**src/rtl/mul_div_unit.sv**
```systemverilog
// Iterative RV32M/RV64M multiply/divide unit: shift-add multiplier and restoring
// divider, one bit per cycle, with a separate sign-correction cycle before done.
module mul_div_unit #(
   parameter int WIDTH     = 32,
   parameter int CNT_WIDTH = $clog2(WIDTH)
) (
   input  logic             clk,
   input  logic             rstN,
   input  logic             start,
   input  logic [2:0]       op,
   input  logic [WIDTH-1:0] inA,
   input  logic [WIDTH-1:0] inB,
   output logic             busy,
   output logic             done,
   output logic [WIDTH-1:0] out
);

   localparam logic [2:0] OP_MUL    = 3'd0;
   localparam logic [2:0] OP_MULH   = 3'd1;
   localparam logic [2:0] OP_MULHSU = 3'd2;
   localparam logic [2:0] OP_MULHU  = 3'd3;
   localparam logic [2:0] OP_DIV    = 3'd4;
   localparam logic [2:0] OP_DIVU   = 3'd5;
   localparam logic [2:0] OP_REM    = 3'd6;
   localparam logic [2:0] OP_REMU   = 3'd7;

   localparam logic [CNT_WIDTH-1:0] CNT_LAST = CNT_WIDTH'(WIDTH - 1);
   localparam logic [WIDTH-1:0]     MOST_NEG = {1'b1, {(WIDTH-1){1'b0}}};

   typedef enum logic [1:0] {
      IDLE = 2'd0,
      CALC = 2'd1,
      FIX  = 2'd2,
      DONE = 2'd3
   } state_t;

   state_t state;
   state_t state_next;

   logic [2:0]           op_reg;
   logic                 sgn_a_reg;
   logic                 sgn_b_reg;
   logic [WIDTH-1:0]     opa_reg;
   logic [WIDTH-1:0]     opb_reg;
   logic [2*WIDTH-1:0]   prod_reg;
   logic [WIDTH-1:0]     rem_reg;
   logic [WIDTH-1:0]     quo_reg;
   logic [CNT_WIDTH-1:0] cnt_reg;
   logic                 early_reg;
   logic [WIDTH-1:0]     early_val_reg;
   logic [WIDTH-1:0]     out_reg;

   logic                 accept;
   logic                 sgn_a_in;
   logic                 sgn_b_in;
   logic [WIDTH-1:0]     mag_a_in;
   logic [WIDTH-1:0]     mag_b_in;
   logic                 div_zero;
   logic                 div_ovf;
   logic                 early_in;
   logic [WIDTH-1:0]     early_val_in;

   logic [WIDTH:0]       mul_sum;
   logic [2*WIDTH-1:0]   prod_step;
   logic [WIDTH:0]       div_shift;
   logic [WIDTH:0]       div_diff;
   logic [WIDTH-1:0]     rem_step;
   logic [WIDTH-1:0]     quo_step;

   logic [2*WIDTH-1:0]   prod_fix;
   logic [WIDTH-1:0]     quo_fix;
   logic [WIDTH-1:0]     rem_fix;
   logic [WIDTH-1:0]     result;

   assign accept = (state == IDLE) && start;

   // Operand decode on the raw inputs; only consumed in the accept cycle.
   always_comb begin
      sgn_a_in = ((op == OP_MULH) || (op == OP_MULHSU) || (op == OP_DIV) || (op == OP_REM))
                 && inA[WIDTH-1];
      sgn_b_in = ((op == OP_MULH) || (op == OP_DIV) || (op == OP_REM)) && inB[WIDTH-1];
      mag_a_in = sgn_a_in ? -inA : inA;
      mag_b_in = sgn_b_in ? -inB : inB;
      div_zero = op[2] && (inB == '0);
      div_ovf  = ((op == OP_DIV) || (op == OP_REM)) && (inA == MOST_NEG) && (inB == '1);
      early_in = div_zero || div_ovf;
      early_val_in = '0;
      if (div_zero) begin
         early_val_in = op[1] ? inA : '1;
      end else if (div_ovf) begin
         early_val_in = op[1] ? '0 : inA;
      end
   end

   // One iteration of each algorithm; op_reg[2] picks which one is applied.
   always_comb begin
      mul_sum   = {1'b0, prod_reg[2*WIDTH-1:WIDTH]} + (prod_reg[0] ? {1'b0, opa_reg} : '0);
      prod_step = {mul_sum, prod_reg[WIDTH-1:1]};
      div_shift = {rem_reg, quo_reg[WIDTH-1]};
      div_diff  = div_shift - {1'b0, opb_reg};
      if (!div_diff[WIDTH]) begin
         rem_step = div_diff[WIDTH-1:0];
         quo_step = {quo_reg[WIDTH-2:0], 1'b1};
      end else begin
         rem_step = div_shift[WIDTH-1:0];
         quo_step = {quo_reg[WIDTH-2:0], 1'b0};
      end
   end

   // Sign correction: remainder follows the dividend, the rest follow sign parity.
   always_comb begin
      prod_fix = (sgn_a_reg ^ sgn_b_reg) ? -prod_reg : prod_reg;
      quo_fix  = (sgn_a_reg ^ sgn_b_reg) ? -quo_reg  : quo_reg;
      rem_fix  = sgn_a_reg ? -rem_reg : rem_reg;
      result   = '0;
      if (early_reg) begin
         result = early_val_reg;
      end else begin
         case (op_reg)
            OP_MUL:                        result = prod_fix[WIDTH-1:0];
            OP_MULH, OP_MULHSU, OP_MULHU:  result = prod_fix[2*WIDTH-1:WIDTH];
            OP_DIV, OP_DIVU:               result = quo_fix;
            OP_REM, OP_REMU:               result = rem_fix;
            default:                       result = '0;
         endcase
      end
   end

   always_ff @(posedge clk or negedge rstN) begin
      if (!rstN) begin
         state <= IDLE;
      end else begin
         state <= state_next;
      end
   end

   always_comb begin
      state_next = state;
      case (state)
         IDLE:    if (start) state_next = early_in ? FIX : CALC;
         CALC:    if (cnt_reg == CNT_LAST) state_next = FIX;
         FIX:     state_next = DONE;
         DONE:    state_next = IDLE;
         default: state_next = IDLE;
      endcase
   end

   always_comb begin
      busy = (state != IDLE);
      done = (state == DONE);
   end

   always_ff @(posedge clk or negedge rstN) begin
      if (!rstN) begin
         op_reg        <= '0;
         sgn_a_reg     <= 1'b0;
         sgn_b_reg     <= 1'b0;
         opa_reg       <= '0;
         opb_reg       <= '0;
         prod_reg      <= '0;
         rem_reg       <= '0;
         quo_reg       <= '0;
         cnt_reg       <= '0;
         early_reg     <= 1'b0;
         early_val_reg <= '0;
         out_reg       <= '0;
      end else begin
         if (accept) begin
            op_reg        <= op;
            sgn_a_reg     <= sgn_a_in;
            sgn_b_reg     <= sgn_b_in;
            opa_reg       <= mag_a_in;
            opb_reg       <= mag_b_in;
            prod_reg      <= {{WIDTH{1'b0}}, mag_b_in};
            rem_reg       <= '0;
            quo_reg       <= mag_a_in;
            cnt_reg       <= '0;
            early_reg     <= early_in;
            early_val_reg <= early_val_in;
         end else if (state == CALC) begin
            if (op_reg[2]) begin
               rem_reg <= rem_step;
               quo_reg <= quo_step;
            end else begin
               prod_reg <= prod_step;
            end
            cnt_reg <= (cnt_reg == CNT_LAST) ? '0 : cnt_reg + 1'b1;
         end else if (state == FIX) begin
            out_reg <= result;
         end
      end
   end

   assign out = out_reg;

endmodule

```
**config.mk**
```make
export PLATFORM = sky130hd
export DESIGN_NAME = mul_div_unit
export DESIGN_NICKNAME = d
export VERILOG_FILES = /design/src/rtl/mul_div_unit.sv
export SDC_FILE = /design/constraint.sdc
export NUM_CORES = 1
export LEC_CHECK = 0
export BUFFER_PORTS_ARGS = -buffer_cell sky130_fd_sc_hd__buf_2
export CELL_PAD_IN_SITES_DETAIL_PLACEMENT = 1
export CELL_PAD_IN_SITES_GLOBAL_PLACEMENT = 1
export CORE_MARGIN = 10
export CORE_UTILIZATION = 29
export CTS_CLUSTER_DIAMETER = 30
export DETAILED_ROUTE_END_ITERATION = 8
export PLACE_DENSITY_LB_ADDON = 0.1
export SLEW_MARGIN = 20
export SYNTH_ARGS = -nofsm -noshare
export SYNTH_HDL_FRONTEND = slang
export SYNTH_SLANG_ARGS = --single-unit
```
**constraint.sdc**
```tcl
create_clock -name clk -period 4.8 [get_ports clk]
set_input_delay 0.24 -clock clk [delete_from_list [all_inputs] [get_ports clk]]
set_output_delay 0.24 -clock clk [all_outputs]
set_load 0.1 [all_outputs]
```
---- Word-level counts from Yosys, hierarchy flattened ----
Cells that the tools add are included.
word-level totals
  flip-flop bits (word level) ............. 269
  word-level logic and storage cells ...... 100
  output and inout port bits .............. 34
  bits of input ports ..................... 70
cells by class
  mux-type cells .......................... 30
  $add $sub $neg .......................... 8
  reductions and logical operators ........ 26
  bitwise logic cells ..................... 3
  equality and inequality tests ........... 20
operators with widths
  kind                    count
  $mux W32                17
  $mux W64                4
  $neg A32 Y32            4
  $pmux W32 S4            1
  $eq A32 B32 Y1 const B  2
  $neg A64 Y64            1
  $add A32 B32 Y33        1
  $sub A33 B32 Y33        1
  $logic_not A32 Y1       1
  $eq A3 B3 Y1 const B    6
  $mux W5                 3
  $eq A3 B2 Y1 const B    3
  $pmux W2 S4             1
  $logic_or A1 B1 Y1      7
  $eq A3 B1 Y1 const B    2
  $logic_and A1 B1 Y1     6
  $mux W2                 3
  $reduce_and A2 Y1       3
  $reduce_bool A2 Y1      3
  $add A5 B1 Y5 const B   1
  $eq A5 B5 Y1 const B    1
  $eq A2 B2 Y1 const B    2
  $ne A2 B2 Y1 const B    2
  $reduce_or A2 Y1        2
  other kinds (9)         10

---- Longest topological paths before layout ----
Gate-level depths: netlist of the first run.
  word-level depth ........................ 8
  depth in mapped cells ................... 14
  gate-level depth less buffers ........... 13

---- Worst setup path after synthesis of the first run ----
No wires, ideal clock.
  path type ............................... register to register
  from .................................... register rem_reg[4]
  to ...................................... register rem_reg[19]
  path buffers ............................ 2
  cell stages (with the launch flop) ...... 12
  arrival ................................. 3.058 ns
  library setup time ...................... 0.124 ns
  path slack .............................. 1.618 ns
  period minus slack after synthesis ...... 3.182 ns
  data required time ...................... 4.676 ns
  cell sequence ........................... dfrtp_1 > ha_1 > a21o_1 > or3_1 > o21ai_0 > a21oi_1 > a21oi_1 > xnor2_1 > clkbuf_1 > clkbuf_1 > nor2_1 > a211o_1
between the ends
  word-level cells in the longest chain between the ends .. 5
RTL lines
  element                   line  RTL
  start: declaration        46    logic [WIDTH-1:0] rem_reg;
  start signal: assignment  182   rem_reg <= rem_step;
  $sub A33 B32 Y33          100   div_diff = div_shift - {1'b0, opb_reg};
  $mux W32                  101   if (!div_diff[WIDTH]) begin
  $mux W32                  181   if (op_reg[2]) begin
  $mux W32                  180   end else if (state == CALC) begin
  $mux W32                  168   if (accept) begin
No other way between the ends. The select of a mux whose other input is x is not followed.
A chain may end at the register's enable or synchronous reset.

---- Final worst setup path of the first run ----
  from .................................... register prod_reg[12]
  to ...................................... register out_reg[24] (netlist: out[24])
between the ends
  word-level cells in the longest chain between the ends .. 4
RTL lines
  element                   line  RTL
  start: declaration        45    logic [2*WIDTH-1:0] prod_reg;
  start signal: assignment  174   prod_reg <= {{WIDTH{1'b0}}, mag_b_in};
  start signal: assignment  185   prod_reg <= prod_step;
  $neg A64 Y64              112   prod_fix = (sgn_a_reg ^ sgn_b_reg) ? -prod_reg : prod_reg;
  $mux W64                  112
  $pmux W32 S4              119   case (op_reg)
  $mux W32                  116   if (early_reg) begin
  end signal: assignment    189   out_reg <= result;
  end: declaration          51    logic [WIDTH-1:0] out_reg;
No other way between the ends.

==> results of run 1 <==
per-layer routing:
layer | routed length, um | vias to the layer above | GRT usage
met1 | 41900 | 9642 | 0.310
li1 | - | 8757 | -
met4 | 2810 | 0 | 0.0814
met2 | 37600 | 565 | 0.326
met3 | 5780 | 125 | 0.0459
met5 | 0 | - | 0
repair_timing:
action | CTS | global route
hold buffers | 32 | 0
hold endpoints to repair | 105 | 0
resized for setup | 0 | 0
final timing paths:
| check | from | to | slack (ps) | depth (start not counted) |
|---|---|---|---|---|
| worst min register to register | early_val_reg[3]$_DFFE_PN0P_ | early_val_reg[3]$_DFFE_PN0P_ | 470 | 2 |
| min in group asynchronous | rstN | cnt_reg[4]$_DFFE_PN0P_ | 230 | 2 |
| worst min-delay path | inA[3] | early_val_reg[3]$_DFFE_PN0P_ | 30 | 3 |
| worst max-delay path | prod_reg[12]$_DFFE_PN0P_ | out[24]$_DFFE_PN0P_ | 670 | 9 |
| worst max register to register | prod_reg[12]$_DFFE_PN0P_ | out[24]$_DFFE_PN0P_ | 670 | 9 |
| max in group asynchronous | rstN | out[29]$_DFFE_PN0P_ | 3250 | 3 |
critical path, stage by stage, from the launching register on:
cell	delay, ps
dfrtp_1	440
or4_1	590
nor4_1	640
nand4_1	220
buf_4	230
nor3b_1	450
a41oi_1	200
xor2_1	200
a2111oi_1	900
nor2_1	100
logic make-up after synthesis:
| kind of cell | after synthesis |
|---|---|
| compound gates | 751 |
| xor+xnor | 225 |
| fa+ha+maj | 80 |
| buf+inv | 207 |
| flops | 269 |
| mux | 27 |
| simple gates | 774 |
layout by cell type (no fill, tap or decap), drive strengths merged, types with 45 or more instances in the layout:
cell type / instances
clkbuf: 114
buf: 144
a21o: 45
nor3: 53
xnor2: 109
inv: 79
nand2: 226
xor2: 116
ha: 77
a21oi: 230
dfrtp: 269
nor2: 231
o21ai: 180
power groups by stage:
stage | registers (mW) | logic [mW] | clock network (mW)
after global placement | 4.59 | 13.0 | 0
after floorplan | 4.94 | 8.27 | 0
after global routing | 4.75 | 14.4 | 5.76
final | 4.62 | 13.3 | 5.52
after CTS | 4.60 | 13.2 | 5.62
after detailed placement | 4.60 | 13.1 | 0
layout make-up:
type	instances	share of cell area
Tap cell	864	0.0451
Multi-Input combinational cell	1857	0.494
Sequential cell	269	0.281
Inverter	74	0.0116
Clock buffer	114	0.0995
Clock inverter	38	0.0190
Timing Repair Buffer	176	0.0497
metrics by stage:
| stage | util | total power, mW | area, um^2 | instances | hold slack [ps] |
|---|---|---|---|---|---|
| 6_report | 0.364 | 23.5 | 24000 | 3392 | 31.7 |
| 5_1_grt | 0.364 | 25.0 | 24000 | 3392 | 33.3 |
| 4_1_cts | 0.364 | 23.4 | 24000 | 3392 | 1.05 |
| 3_5_place_dp | 0.316 | 17.7 | 20800 | 3208 | 279 |
| 3_3_place_gp | 0.316 | 17.6 | 20800 | 3208 | 280 |
| 2_1_floorplan | - | 13.2 | 19300 | 2333 | -55.6 |
==> key figures, run 1 <==
Pwr
  • Psw: about 12 mW
  • Internal power: ~12 mW
  • Switching Fraction: 0.503
  • Combinational power share: 0.568
  • Leakage: 10.4 nW
  • Max VDD drop: 624 uV
  • Flop pwr share: 0.197
  • Clk pwr share: 0.235
  • Cell area power density: roughly 980 nW/um^2

Flow run
  • Max-Cap Viols: 0

Yosys
  • Synth area leaders: dfrtp_1 35%, a21oi_1 6.0%, xor2_1 5.3%
  • Synth Area in Simple Gates: 0.193
  • Asr flop ratio synth: 1.00
  • Largest family of logic cells by synthesized area: compound AO/OA/AOI/OAI gates
  • Synth Cell Area: between 15000 and 20000 um^2
  • Synth Area in XOR/XNOR: 0.102
  • Mapped Nets: between 2000 and 2500
  • Multiplexer share of the synthesized area: 0.0141
  • Post-synthesis compound-gate area fraction: 0.248
  • Mapped Cells: approximately 2300
  • Mean Syn Cell Area: 8.27 um^2
  • Post-synth top area share: 0.349
  • Synth unique cells: 76
  • Yosys warning total: 0
  • Most frequent cells after synthesis: 269 x dfrtp_1, 231 x nor2_1, 230 x a21oi_1
  • Post-synthesis sequential area ratio: 0.349
  • Synth Area in Adders: 0.0525
  • Largest area contributor in the netlist: dfrtp_1
  • Post-synth EDFFs: 0
  • Yosys reg bits: 269
  • Cell with the most instances after synthesis: dfrtp_1
  • Synth Flop Type: dfrtp_1

Place
  • Half-perimeter wire length after placement: around 66000 um
  • Pre-CTS setup slack: approximately 740 ps
  • PortBufs: between 100 and 150
  • Placer Congestion: slightly above 0.9

Critical path
  • Critical Path End Type: register
  • Critical path type: reg -> reg
  • Critical Path RT: about 5300 ps
  • Worst path arrival time: approximately 4600 ps
  • Setup crit start kind: register
  • Crit path max fanout: 8

Clock tree
  • Maximum clock insertion buffer count: 3
  • Clk sink count: ~270
  • Clock H-tree levels: 3
  • Skew-Pair Late Insertion Delay: a little over 600 ps
  • CTS root buffer: clkbuf_16
  • CTS tree: built
  • Setup Buffers After CTS: 0
  • Clk pin slew, worst setup/hold paths: 40 ps
  • CTS buffer count: 84

Finish
  • Register area: ~6700 um^2
  • Final nets: about 2600
  • Syn-to-layout area delta: 24.2%
  • Filler cell count: between 7000 and 8000
  • Max reg flops: 64
  • Ant. Diodes: 0
  • Layout cells sized above 1: 0.124
  • Area of the multi-input gates: about 12000 um^2

Die
  • I/O pins: between 100 and 150
  • Initial Util: 0.293
  • Die height: roughly 280 um
  • Die area: a little under 80000 um^2
  • Cell row count: between 90 and 100
  • DIE WIDTH: between 200 and 300 um
  • Core Region: around 66000 um^2

Global route
  • First-pass GRT wire length: between 100000 and 150000 um
  • Tot GR Track Use: 0.221
  • Initial antenna violation count: 1
  • Vias in the first global route: 19400
  • GRT overflow: 0
  • Pin count of the biggest net entering global routing: between 100 and 150

Routing
  • Vias per std cell: roughly 5.6
  • Pre-antenna DRT Iters: 7
  • WL final: 88100 um
  • Residual DRC: 0
  • Antenna Nets Post-Route: 0
  • Via count: 19100
  • Routed wire per std cell: 26.0 um
  • Initial DRC count: 1571

STA
  • Fin Setup TNS: 0 ps
  • Slew HR: 0.362
  • Final worst path period share: 0.860
  • Min Tclk post-route: 4130 ps
  • Skew final: 17.5 ps
  • Final setup violation count: 0
  • Final Max Slew Viols: 0
  • Pin slew with the least headroom to its limit: between 900 and 1000 ps
  • RSZ-0062 raised after global routing: no
  • Fmax achieved: roughly 240 MHz
  • Worst setup margin: 673 ps
  • Hold Fails Final Rpt: 0

Worst hold path
  • Worst Hold Class: in -> reg

Run status
  • Outcome: complete, no violations
No activity file was read; power rests on OpenSTA's default activity.
==> run 2, diff against run 1 <==
Settings changed: ABC_AREA set to 1, REMOVE_ABC_BUFFERS set to 1.
==> key figures, run 2 <==
Yosys
  • Asr flop ratio synth: 1.00
  • Post-synthesis sequential area ratio: 0.297
  • Largest area contributor in the netlist: dfrtp_1
  • Mapped Cells: roughly 3700
  • Synth Cell Area: around 23000 um^2
  • Post-synth top area share: 0.297
  • Yosys warning total: 0
  • Cell with the most instances after synthesis: nand2_1
  • Most frequent cells after synthesis: 1123 x nand2_1, 449 x inv_1, 385 x nor2_1
  • Synth area leaders: dfrtp_1 30%, nand2_1 19%, nand3_1 8.3%
  • Post-synth EDFFs: 0
  • Synth Flop Type: dfrtp_1
  • Yosys reg bits: roughly 270
  • Mean Syn Cell Area: about 6.2 um^2
  • Synth unique cells: 55

Routing
  • Pre-antenna DRT Iters: 5
  • Residual DRC: 0
  • Via count: roughly 26000
  • Routed wire per std cell: between 20 and 25 um
  • Initial DRC count: approximately 1900
  • Vias per std cell: about 5.2
  • WL final: around 110000 um
  • Antenna Nets Post-Route: 0

Pwr
  • Clk pwr share: 0.290
  • Flop pwr share: 0.197
  • Psw: around 11 mW
  • Tot Pwr: approximately 21 mW
  • Internal power: approximately 10 mW
  • Combinational power share: 0.513
  • Cell area power density: 763 nW/um^2
  • Max VDD drop: ~360 uV
  • Switching Fraction: 0.516
  • Leakage: approximately 14 nW

Critical path
  • Crit path max-delay cell type: o21ai_0
  • Critical path type: reg -> reg
  • CP cell instances: buf_4 > inv_2 > nand2_1 > nand2_4 > inv_1 > buf_4 > o21ai_0 > o21ai_0 > o21ai_0 > nand2_1
  • CP peak stage delay: roughly 700 ps
  • Critical Path RT: about 5400 ps
  • Critical Path End Type: register
  • Top delay family on crit path: buffers and inverters
  • Buf/Inv on CP: 4
  • Crit path max fanout: 31
  • Setup crit start kind: register
  • CP most frequent cell: o21ai_0
  • Worst path arrival time: 3810 ps

Place
  • PortBufs: around 100
  • Cell Area, Placed: approximately 24000 um^2
  • Placer Congestion: a little over 0.9
  • Half-perimeter wire length after placement: between 80000 and 90000 um
  • Placed Instances: roughly 4700

STA
  • Fmax achieved: 308 MHz
  • Final setup violation count: 0
  • Final worst path period share: 0.676
  • Pin slew with the least headroom to its limit: between 1000 and 1500 ps
  • Min Tclk post-route: between 3000 and 4000 ps
  • Final Max Slew Viols: 0
  • Hold WS: approximately 42 ps
  • RSZ-0062 raised after global routing: no
  • Skew final: 24.7 ps
  • Hold Fails Final Rpt: 0
  • Slew HR: 0.242

Run status
  • Outcome: complete, no violations

Finish
  • Max reg flops: 64
  • Leading cell type in the layout, fill and taps excluded: nand2_1
  • Final nets: a little under 4000
  • Commonest non-fill, non-tap cells in the layout: 1121 x nand2_1, 449 x inv_1, 384 x nor2_1
  • Syn-to-layout area delta: 22.1%
  • Layout Cells excl Fill: approximately 4900
  • Layout cells sized above 1: 0.0898
  • Final Cell Area: 27700 um^2

Die
  • I/O pins: 104
  • Initial Util: 0.293
  • Cell row count: slightly above 100
  • Die area: 89700 um^2
  • Die height: 300 um
  • DIE WIDTH: approximately 300 um
  • Core Region: between 70000 and 80000 um^2

Clock tree
  • CTS buffer count: around 90
  • Clk sink count: between 200 and 300
  • Skew-Pair Late Insertion Delay: between 600 and 700 ps
  • Clk pin slew, worst setup/hold paths: about 40 ps
  • Setup Buffers After CTS: 0
  • CTS root buffer: clkbuf_16
  • CTS tree: built
  • Maximum clock insertion buffer count: 3
  • Clock H-tree levels: 3

Worst hold path
  • Worst Hold Class: in -> reg

Global route
  • GRT overflow: 0
  • Vias in the first global route: roughly 26000
  • First-pass GRT wire length: 168000 um
  • Initial antenna violation count: 2
  • Tot GR Track Use: 0.246
  • Pin count of the biggest net entering global routing: approximately 110

Flow run
  • Max-Cap Viols: 0
-- run 2: changes by cell type in the layout (fill, tap and decap cells not counted), sizes merged, moves of 35 or more --
cell / change
nand3: +353
inv: +388
xor2: -105
and2: -35
a21o: -36
nand2: +910
nor2: +170
xnor2: -93
and3: -36
a21oi: -41
o21ai: +152
-- run 2: worst min-delay path, delay by kind of cell --
| kind | cells | cell delay [ps] |
|---|---|---|
| simple gates | 3 | 250 |
| buf+inv | 1 | 140 |
-- run 2: cells by family (layout without fill, tap and decap cells) --
family | after synthesis | count (layout) | share of synthesized area
adder cells (fa/ha/maj) | 79 | 79 | 0.0443
AO/OA/AOI/OAI | 662 | 662 | 0.163
AND/OR/NAND/NOR | 2058 | 2058 | 0.386
flip-flops | 269 | 269 | 0.297
buffers and inverters | 579 | 780 | 0.0996
other | 0 | 1 | 0
XOR/XNOR | 27 | 27 | 0.0104
-- run 2: area by class of cell --
| class | instances | area, um^2 |
|---|---|---|
| clock buffers | 114 | 2480 |
| repair buffers | 159 | 1040 |
| well taps | 1040 | 1300 |
| multi-input cells | 2826 | 13700 |
| flip-flops and latches | 269 | 6730 |
| clock inverters | 43 | 672 |
| fillers | 10000 | 49800 |
| inverters | 464 | 1740 |
| diodes | 1 | 2.50 |
-- run 2: what timing repair did --
action	in CTS	in global routing
hold buffers	29	0
gates resized for setup	0	0
hold endpoints to repair	89	0
-- run 2: metal layers --
layer,global-route usage,vias up,share of wire
li1,-,12400,-
met1,0.349,12600,0.49
met2,0.383,551,0.44
met3,0.0430,116,0.051
met4,0.0568,0,0.021
met5,0,-,0
-- run 2: metrics by stage --
step	TNS (ps)	worst slack [ps]	util
floorplan	-2360	-94.2	-
detailed placement	0	1290	0.313
global placement	0	1280	0.313
CTS	0	1240	0.357
finish	0	1550	0.357
global route	0	1300	0.357
-- run 2: power groups by stage --
stage	logic, mW	registers (mW)	clock network [mW]
final	10.8	4.16	6.12
after global routing	11.9	4.24	6.34
after CTS	10.8	4.13	6.20
after detailed placement	10.7	4.14	0
after global placement	10.6	4.15	0
after floorplan	6.02	4.58	0
-- run 2: final timing paths --
path,from,to,slack (ps),depth (start not counted)
max,sgn_a_reg$_DFFE_PN0P_,out[1]$_DFFE_PN0P_,1550,10
min,inB[11],prod_reg[11]$_DFFE_PN0P_,40,4
max reg2reg,sgn_a_reg$_DFFE_PN0P_,out[1]$_DFFE_PN0P_,1550,10
min reg2reg,out[8]$_DFFE_PN0P_,out[8]$_DFFE_PN0P_,470,2
max in group asynchronous,rstN,prod_reg[0]$_DFFE_PN0P_,3490,3
min in group asynchronous,rstN,opb_reg[6]$_DFFE_PN0P_,150,2
==> run 3, diff against run 2 <==
Settings changed: ABC_AREA 1 to 0.
Clock period 4.8 ns to 3.1 ns, I/O delays scaled along.
==> key figures, run 3 (synthesis results as in run 1) <==
Finish
  • Leading cell type in the layout, fill and taps excluded: buf_4
  • Max reg flops: 64
  • Layout Cells excl Fill: about 3700
  • Syn-to-layout area delta: 45.1%
  • Layout cells sized above 1: 0.280
  • Final nets: between 2000 and 3000
  • Ant. Diodes: 0
  • Commonest non-fill, non-tap cells in the layout: 343 x buf_4, 268 x dfrtp_1, 224 x nor2_1

Place
  • Half-perimeter wire length after placement: between 60000 and 70000 um
  • Pre-CTS setup slack: -461 ps
  • PortBufs: between 100 and 150
  • Placed Instances: between 3000 and 4000
  • Placer Congestion: 0.882

Critical path
  • Reg-to-reg endpoint: out[16]$_DFFE_PN0P_
  • Setup crit start kind: register
  • Reg2reg path depth: 10
  • Critical Path End Type: register
  • Critical path type: reg -> reg
  • CP endpoint: out[16]$_DFFE_PN0P_
  • Worst setup startpoint: prod_reg[14]$_DFFE_PN0P_
  • Crit path max fanout: 2
  • R2r setup slk: -20 ps
  • Worst path arrival time: around 3600 ps
  • Reg2reg start: prod_reg[14]$_DFFE_PN0P_
  • Critical Path RT: around 3600 ps

Routing
  • Vias per std cell: between 5 and 6
  • WL final: just under 90000 um
  • Pre-antenna DRT Iters: 6
  • Antenna Nets Post-Route: 0
  • Residual DRC: 0
  • Routed wire per std cell: 23.6 um
  • Initial DRC count: about 1100
  • Via count: about 20000

STA
  • Slew HR: 0.259
  • Hold WS: 23.3 ps
  • Final worst path period share: 1.01
  • Worst setup margin: -18.0 ps
  • Skew final: 23.8 ps
  • Hold Fails Final Rpt: 0
  • Pin slew with the least headroom to its limit: 1110 ps
  • Fin Setup TNS: -18.0 ps
  • Fmax achieved: 321 MHz
  • Final setup violation count: 1
  • Min Tclk post-route: 3120 ps
  • Final Max Slew Viols: 0
  • RSZ-0062 raised after global routing: yes

Global route
  • Pin count of the biggest net entering global routing: about 90
  • Vias in the first global route: 21300
  • First-pass GRT wire length: 133000 um
  • GRT overflow: 0
  • Tot GR Track Use: 0.221
  • Initial antenna violation count: 2

Die
  • Core Region: about 66000 um^2
  • Initial Util: 0.293
  • Die height: between 200 and 300 um
  • DIE WIDTH: around 280 um
  • Die area: 77200 um^2
  • Cell row count: 94
  • I/O pins: between 100 and 150

Pwr
  • Leakage: 12.4 nW
  • Cell area power density: ~1500 nW/um^2
  • Max VDD drop: ~830 uV

Clock tree
  • Clock H-tree levels: 3
  • CTS buffer count: 91
  • Maximum clock insertion buffer count: 3
  • Skew-Pair Late Insertion Delay: around 630 ps
  • Clk sink count: approximately 270
  • CTS tree: built
  • Clk pin slew, worst setup/hold paths: roughly 40 ps
  • CTS root buffer: clkbuf_16

Run status
  • Violations in the final reports: setup timing
  • Outcome: complete, but fails checks

Worst hold path
  • Hold path start: inB[0]
  • Worst Hold Class: in -> reg

Flow run
  • Max-Cap Viols: 0
==> run 3: cell count changes in the layout (fill, tap and decap cells not counted), moves of 36 or more <==
cell     delta
inv_1     -378
nand3_1   -350
o21ai_0   -148
a21o_1     +36
nor2_1    -160
buf_4     +318
and3_1     +36
nand2_1   -898
xor2_1    +102
xnor2_1    +89
==> run 3: cell type report <==
class | instances | area, um^2
clock inverters | 33 | 510
repair buffers | 509 | 3860
fillers | 7623 | 37900
clock buffers | 128 | 2650
flip-flops and latches | 269 | 6730
inverters | 74 | 278
well taps | 864 | 1080
multi-input cells | 1857 | 12900
==> run 3: per-stage QoR <==
step	instance area, um^2	power [mW]	utilization
CTS	26900	39.8	0.409
finish	28000	41.4	0.425
floorplan	18800	20.2	-
global route	28000	44.2	0.425
global placement	23100	29.2	0.351
detailed placement	23100	29.6	0.351
==> run 3: how the worst min path moves through the flow <==
| stage | to | slack (ps) | cells past startpoint |
|---|---|---|---|
| 2_1_floorplan | cnt_reg[0]$_DFFE_PN0P_ | -140 | 0 |
| 3_3_place_gp | rem_reg[4]$_DFFE_PN0P_ | 220 | 1 |
| 3_5_place_dp | opb_reg[4]$_DFFE_PN0P_ | 230 | 1 |
| 4_1_cts | opb_reg[0]$_DFFE_PN0P_ | 1 | 4 |
| 5_1_grt | prod_reg[31]$_DFFE_PN0P_ | 40 | 3 |
| 6_report | opb_reg[0]$_DFFE_PN0P_ | 20 | 4 |
==> run 3: what timing repair did <==
action | in CTS | in global routing
gates cloned | 0 | 3
buffers inserted | 4 | 18
hold buffers | 38 | 0
gates resized for setup | 50 | 177
pin swaps | 17 | 71
endpoints found under the setup margin | 53 | 99
hold endpoints to repair | 151 | 0
==> run 3: power breakdown <==
| group | switching (mW) | leakage (nW) | internal (mW) |
|---|---|---|---|
| Clock | 2.63 | 1.57 | 6.84 |
| Combinational | 14.9 | 7.52 | 10.5 |
| Sequential | 1.48 | 3.31 | 5.03 |
==> run 3: critical path: stages (launching register included) <==
cell and delay, ps:
dfrtp_1 370, or4_4 550, buf_6 130, or4_4 430, or4_4 440, o21ai_4 170, xor2_1 190, o22ai_1 110
a221oi_2 260, nor2_1 90, a221o_1 260
==> run 3: layer usage <==
layer | vias to the layer above | wire length (um) | track usage | share of wire
met5 | - | 11 | 0 | 0.00012
met3 | 153 | 3830 | 0.0389 | 0.043
met2 | 420 | 40700 | 0.358 | 0.46
met4 | 2 | 2490 | 0.0639 | 0.028
met1 | 10100 | 41000 | 0.297 | 0.47
li1 | 9429 | - | - | -
